**src/rtl/alu_scheduler.sv**
```systemverilog
// Round-robin scheduler sharing one combinational 4-bit ALU between two requesters.
// Operations are accepted over valid/ready, issued for one cycle, then returned tagged with the requester ID.
module alu_scheduler #(
   parameter int unsigned CNT_W = 8
) (
   input  logic             CLK,
   input  logic             RESETN,
   input  logic [1:0]       REQ_VALID,
   output logic [1:0]       REQ_READY,
   input  logic [1:0]       REQ_CTRL0,
   input  logic [1:0]       REQ_CTRL1,
   input  logic [3:0]       REQ_A0,
   input  logic [3:0]       REQ_A1,
   input  logic [3:0]       REQ_B0,
   input  logic [3:0]       REQ_B1,
   output logic             RSP_VALID,
   input  logic             RSP_READY,
   output logic             RSP_ID,
   output logic [3:0]       RSP_OUT,
   output logic             RSP_CF,
   output logic             RSP_Z,
   output logic [3:0]       ALU_IN1,
   output logic [3:0]       ALU_IN2,
   output logic [1:0]       ALU_CTRL,
   output logic             ALU_TOGGLE,
   input  logic [3:0]       ALU_OUT,
   input  logic             ALU_CF,
   input  logic             ALU_Z,
   output logic             BUSY,
   output logic [CNT_W-1:0] GNT_CNT0,
   output logic [CNT_W-1:0] GNT_CNT1
);

   typedef enum logic [1:0] {
      ST_IDLE  = 2'd0,
      ST_ISSUE = 2'd1,
      ST_RESP  = 2'd2
   } state_e;

   state_e           state_q, state_d;
   logic             last_q, last_d;
   logic             id_q, id_d;
   logic [1:0]       ctrl_q, ctrl_d;
   logic [3:0]       a_q, a_d;
   logic [3:0]       b_q, b_d;
   logic [3:0]       out_q, out_d;
   logic             cf_q, cf_d;
   logic             z_q, z_d;
   logic [CNT_W-1:0] cnt0_q, cnt0_d;
   logic [CNT_W-1:0] cnt1_q, cnt1_d;
   logic             rsp_valid_q, rsp_valid_d;
   logic             busy_q, busy_d;
   logic             toggle_q, toggle_d;
   logic [1:0]       grant;

   // On a tie the requester that was not granted last time wins; no grant lock.
   always_comb begin
      grant = '0;
      if (state_q == ST_IDLE) begin
         case (REQ_VALID)
            2'b01:   grant = 2'b01;
            2'b10:   grant = 2'b10;
            2'b11:   grant = last_q ? 2'b01 : 2'b10;
            default: grant = '0;
         endcase
      end
   end

   always_comb begin
      state_d = state_q;
      last_d  = last_q;
      id_d    = id_q;
      ctrl_d  = ctrl_q;
      a_d     = a_q;
      b_d     = b_q;
      out_d   = out_q;
      cf_d    = cf_q;
      z_d     = z_q;
      cnt0_d  = cnt0_q;
      cnt1_d  = cnt1_q;
      case (state_q)
         ST_IDLE: begin
            if (grant[0] && REQ_VALID[0]) begin
               ctrl_d  = REQ_CTRL0;
               a_d     = REQ_A0;
               b_d     = REQ_B0;
               id_d    = 1'b0;
               last_d  = 1'b0;
               cnt0_d  = cnt0_q + 1'b1;
               state_d = ST_ISSUE;
            end else if (grant[1] && REQ_VALID[1]) begin
               ctrl_d  = REQ_CTRL1;
               a_d     = REQ_A1;
               b_d     = REQ_B1;
               id_d    = 1'b1;
               last_d  = 1'b1;
               cnt1_d  = cnt1_q + 1'b1;
               state_d = ST_ISSUE;
            end
         end
         ST_ISSUE: begin
            out_d   = ALU_OUT;
            cf_d    = ALU_CF;
            z_d     = ALU_Z;
            state_d = ST_RESP;
         end
         ST_RESP: begin
            if (RSP_READY) state_d = ST_IDLE;
         end
         default: state_d = ST_IDLE;
      endcase
   end

   // Status outputs are registered from the next state so they align with state_q.
   always_comb begin
      rsp_valid_d = (state_d == ST_RESP);
      busy_d      = (state_d != ST_IDLE);
      toggle_d    = (state_d == ST_ISSUE);
   end

   always_ff @(posedge CLK or negedge RESETN) begin
      if (!RESETN) begin
         state_q     <= ST_IDLE;
         last_q      <= 1'b1;
         id_q        <= 1'b0;
         ctrl_q      <= '0;
         a_q         <= '0;
         b_q         <= '0;
         out_q       <= '0;
         cf_q        <= 1'b0;
         z_q         <= 1'b0;
         cnt0_q      <= '0;
         cnt1_q      <= '0;
         rsp_valid_q <= 1'b0;
         busy_q      <= 1'b0;
         toggle_q    <= 1'b0;
      end else begin
         state_q     <= state_d;
         last_q      <= last_d;
         id_q        <= id_d;
         ctrl_q      <= ctrl_d;
         a_q         <= a_d;
         b_q         <= b_d;
         out_q       <= out_d;
         cf_q        <= cf_d;
         z_q         <= z_d;
         cnt0_q      <= cnt0_d;
         cnt1_q      <= cnt1_d;
         rsp_valid_q <= rsp_valid_d;
         busy_q      <= busy_d;
         toggle_q    <= toggle_d;
      end
   end

   assign REQ_READY  = grant;
   assign RSP_VALID  = rsp_valid_q;
   assign RSP_ID     = id_q;
   assign RSP_OUT    = out_q;
   assign RSP_CF     = cf_q;
   assign RSP_Z      = z_q;
   assign ALU_IN1    = a_q;
   assign ALU_IN2    = b_q;
   assign ALU_CTRL   = ctrl_q;
   assign ALU_TOGGLE = toggle_q;
   assign BUSY       = busy_q;
   assign GNT_CNT0   = cnt0_q;
   assign GNT_CNT1   = cnt1_q;

endmodule

```
**config.mk**
```make
export PLATFORM = sky130hd
export DESIGN_NAME = alu_scheduler
export DESIGN_NICKNAME = d
export VERILOG_FILES = /design/src/rtl/alu_scheduler.sv
export SDC_FILE = /design/constraint.sdc
export NUM_CORES = 1
export LEC_CHECK = 0
export CORE_ASPECT_RATIO = 0.8
export CORE_MARGIN = 2
export CORE_UTILIZATION = 48
export CTS_BUF_LIST = sky130_fd_sc_hd__clkbuf_2
export CTS_CLUSTER_DIAMETER = 50
export CTS_CLUSTER_SIZE = 16
export DETAILED_ROUTE_END_ITERATION = 8
export PLACE_DENSITY = 0.95
export SYNTH_ARGS = -nofsm -noshare
export SYNTH_HDL_FRONTEND = slang
export SYNTH_SLANG_ARGS = --single-unit
```
**constraint.sdc**
```tcl
create_clock -name CLK -period 3 [get_ports CLK]
set_clock_uncertainty 0.15 [all_clocks]
set_input_delay 0.45 -clock CLK [delete_from_list [all_inputs] [get_ports CLK]]
set_output_delay 0.45 -clock CLK [all_outputs]
set_load 0.01 [all_outputs]
```
Word-level counts from Yosys, hierarchy flattened
Index checks and enable logic that the tools add are counted.

storage, ports and cells
  register bits after elaboration = 39
  output and inout bits = 38
  word-level logic and storage cells = 47

operators by class
  add/subtract/negate cells = 2
  eq/ne operators = 7
  muxes and demuxes = 15
  bitwise logic cells = 1
  reductions and logical operators = 8

operator list
  operator                                                         number
  8-bit by 1-bit adder with 8-bit output, second input constant    2
  4-bit 2-to-1 mux                                                 4
  2-bit 2-to-1 mux                                                 7
  2-bit one-hot mux with 3 select lines                            2
  2-bit == test, second input constant                             4
  2-bit by 1-bit == test with 1-bit output, second input constant  3
  2-bit AND reduction                                              2
  2-bit nonzero test                                               2
  3-bit AND reduction                                              1
  1-bit logical AND                                                2
  2-bit logical NOT                                                1
  1-bit 2-to-1 mux                                                 2
  1-bit inverter                                                   1

Depth between registers and ports, before layout
  depth after elaboration = 8
  gate-level depth with buffers = 6

Least setup slack after synthesis
No wires, ideal clock.

  path kind = register to output
  start point = register last_q
  end point = output port REQ_READY[0]
  arrival time = 0.992 ns
  data required time = 2.400 ns
  path slack = 1.408 ns
  cell stages (with the launch flop) = 5
  path buffers = 1
  cells stage by stage = dfstp_2 -> nand2b_1 -> nand3_4 -> clkinv_2 -> buf_6

on the way
  longest elaborated chain between the ends = 3

ends and longest elaborated chain
  item                                   RTL line  RTL
  from (decl)                            41        logic last_q, last_d;
  from (signal assigned)                 139       last_q <= last_d;
  2-bit 2-to-1 mux                       63        2'b11: grant = last_q ? 2'b01 : 2'b10;
  2-bit one-hot mux with 3 select lines  60        case (REQ_VALID)
  2-bit 2-to-1 mux                       59        if (state_q == ST_IDLE) begin
  to (decl)                              9         output logic [1:0] REQ_READY,

No other way between the ends.

Worst setup path after layout
Ends and elaborated chain as after synthesis.

==> summary.txt <==
Logic synthesis
  – Synth top area cells: dfrtp_1, nand2_1, xnor2_1
  – Post-synthesis xor/xnor area fraction: 0.08053
  – Mux cell area share after synthesis: 0.04832
  – Compound-Gate Fraction of Synth Area: 0.05198
  – Syn nets: ~180
  – Mapped cell area: approximately 0.0017 mm²
  – Adder and majority gate portion of the synthesized area: 0.01464
  – Largest family of logic cells by synthesized area: simple AND/OR/NAND/NOR gates
  – Yosys warning count: 0
  – Avg Cell Area, Syn: 11.55 µm²
  – Yosys top cell by area: dfrtp_1
  – Simple-Gate Fraction of Synth Area: 0.2035
  – Synthesized instance count: 148
  – Register bit total from synthesis: 39
  – Sequential-to-total area share from yosys stat: 0.5717
  – Unique masters post-synth: 30
  – Yosys top cell area share: 0.5564

GRT
  – GR Overflow Total: 0
  – Total track usage: 0.1838
  – Largest net degree at the start of global routing: 40
  – Vias in the first global route: ~1300
  – Initial antenna violation count: 0
  – First-pass GRT wire length: roughly 5700 µm

Floorplan
  – FP Rows: 19
  – Initial Util: 0.4993
  – Core Area: 0.003423 mm²
  – # IOs: between 60 and 70
  – Die Span Y: around 57 µm
  – Full die area: 0.004057 mm²
  – Die width: 70.72 µm

Power
  – Combinational share of power: 0.469
  – Peak supply drop: 0.6195 mV
  – Switch share: 0.3554
  – PD cells: approximately 940 mW/mm²
  – P_leak: 1.080 nW
  – Clk pwr share: 0.130
  – Flop pwr share: 0.400
  – Power Internal: around 1.5 mW
  – NetSw: just over 0.8 mW

Finish
  – Final Instance Area: roughly 0.0025 mm²
  – Fin nets: between 200 and 300
  – Register area: around 980 µm²
  – Area grow syn2layout: 45.17%
  – Antenna diodes: 0
  – Footprint of the multi-input gates: 681.9 µm²
  – Layout cells sized above 1: 0.1312
  – Fill cells: roughly 260

Drt
  – DRT iter0 DRCs: slightly above 80
  – Vias: ~1300
  – Post-Route WL: around 3500 µm
  – Post-DRT Antenna Nets: 0
  – Routed len/inst: about 13 µm
  – Vias per cell: 4.966
  – DR pass1 iterations: 4
  – Residual DRC: 0

CTS
  – Skew-Pair Late Insertion Delay: roughly 0.4 ns
  – Sink Count: 39
  – CTS Root Cell: clkbuf_2
  – Deepest clock path buffer count: 2
  – # Post-CTS Setup Buffers: 0
  – H-tree level count: 2
  – CTS buffer count: 5
  – CTS tree: yes
  – Clock transition at the registers of the reported paths: approximately 0.19 ns

STA
  – Slew @ Worst Pin: about 0.82 ns
  – Rel. slew slack: 0.4510
  – Final Hold Viols: 0
  – Max Clock Freq: slightly below 400 MHz
  – Hold Worst Slack: between 0.3 and 0.4 ns
  – Final Max Tran Viols: 0
  – RSZ-0062 raised after global routing: no
  – Final period utilization: 0.8581
  – Final Setup Violations: 0
  – TNS Setup: 0 ns
  – Tmin final: 2.574 ns

Place
  – Gpl congestion: 0.7351
  – HPWL Detailed: around 2500 µm
  – Port bufs: about 70
  – Cell Area, Placed: approximately 0.0024 mm²

Worst hold path
  – Hold Path Class: flip-flop to flip-flop
  – Hold Path Depth: 1

Setup path
  – Setup crit start kind: flip-flop
  – Worst R2R Path Depth: 6
  – CP Max Fanout: 15
  – Setup CP Type: flip-flop to output port
  – Endpoint class of the critical path: output port
  – Critical path required time: approximately 2.4 ns
  – CP arrival: 1.97 ns

Outcome
  – Status: completed

Flow run
  – Max_cap viols: 0
[cells in the mapped netlist (all sizes together)]
cell     n
xor2     3
nand2b   2
and4     1
nand2   31
nand3    6
mux2     7
and2     2
xnor2   11
clkinv   1
and3     2
nor2    14
nand4    4
a31oi   11
o21a     2
ha       2
or2      1
dfstp    1
nor3     2
dfrtp   38
a21oi    1
buf      6
[metal layers]
layer	vias to the layer above	track usage	routed length (µm)
li1	637	-	-
met1	614	0.2195	1507
met2	50	0.3044	1708
met3	5	0.07951	281
met4	0	0.05660	38
met5	-	0	0
[sequential cells by signal, summed over array words and instances, names as in the netlist]
signal      flops
last_q          1
RSP_VALID       1
BUSY            1
RSP_Z           1
RSP_ID          1
GNT_CNT0        8
GNT_CNT1        8
RSP_OUT         4
ALU_TOGGLE      1
ALU_CTRL        2
ALU_IN1         4
ALU_IN2         4
state_q         2
RSP_CF          1
[layout make-up]
type / instances / share of cell area
Timing Repair Buffer: 71 / 0.2824
Tap cell: 42 / 0.02118
Clock inverter: 3 / 0.01563
Sequential cell: 39 / 0.3938
Inverter: 1 / 0.002017
Multi-Input combinational cell: 102 / 0.2748
Clock buffer: 5 / 0.01009
[layout by cell type, fill, tap and decap left out]
cell	instances
and4_1	1
nor2_4	1
nand3_4	1
and2_2	1
nand3_1	3
nand4_4	2
clkdlybuf4s50_1	67
xor2_1	3
nand2_1	31
dfrtp_1	38
nand4_1	2
a21oi_1	1
nor2_1	13
bufinv_16	1
buf_4	2
xnor2_2	2
nor3_1	2
ha_1	2
nand2b_1	2
dfstp_2	1
clkinv_2	2
o21a_1	2
buf_2	1
a31oi_1	11
dlygate4sd3_1	1
mux2_4	1
or2_2	1
clkinv_1	1
nand3_2	2
and2_1	1
mux2_2	6
and3_1	2
clkbuf_2	5
xnor2_1	9
[metrics by stage]
step	util	power, mW	setup slack [ns]	std cells
finish	0.7248	2.339	0.4256	263
global route	0.7248	2.486	0.2958	263
CTS	0.7248	2.361	0.3980	263
detailed placement	0.7032	2.051	0.4726	254
global placement	0.7032	2.009	0.5177	254
floorplan	-	1.505	1.408	148
[worst max-delay path, stage by stage (launching register included)]
cell and delay (ns):
dfstp_2 0.59, nand2b_1 0.15, nand3_4 0.19, clkinv_2 0.10, clkdlybuf4s50_1 0.54
[cell families (layout without fill, tap and decap cells)]
logic type,after synthesis,count (layout)
multiplexers,7,7
XOR/XNOR,14,14
adder cells (fa/ha/maj),2,2
flip-flops,39,39
AND/OR/NAND/NOR,65,65
buffers and inverters,7,80
AO/OA/AOI/OAI,14,14
[repair_timing]
item                                   in CTS  in global routing
resized for setup                           0                  0
hold buffers                                1                  0
endpoints found under the hold margin      18                  0
[final timing paths]
path                              from      endpoint  slack [ns]
min reg2reg                GNT_CNT0[7]   GNT_CNT0[7]        0.34
min                        GNT_CNT0[7]   GNT_CNT0[7]        0.34
max reg2reg                     last_q   GNT_CNT0[3]        1.22
max in group asynchronous       RESETN   GNT_CNT1[0]        1.67
min in group asynchronous       RESETN    ALU_IN2[0]        0.52
max                             last_q  REQ_READY[0]        0.43
[power by group through the flow]
| stage | registers (mW) | logic (mW) | clock network (mW) |
|---|---|---|---|
| after global routing | 0.967 | 1.18 | 0.340 |
| final | 0.936 | 1.10 | 0.305 |
| after CTS | 0.937 | 1.11 | 0.313 |
| after global placement | 0.928 | 1.08 | 0 |
| after floorplan | 1.02 | 0.489 | 0 |
| after detailed placement | 0.948 | 1.10 | 0 |
Note: power is estimated with default switching activity, not from simulation.
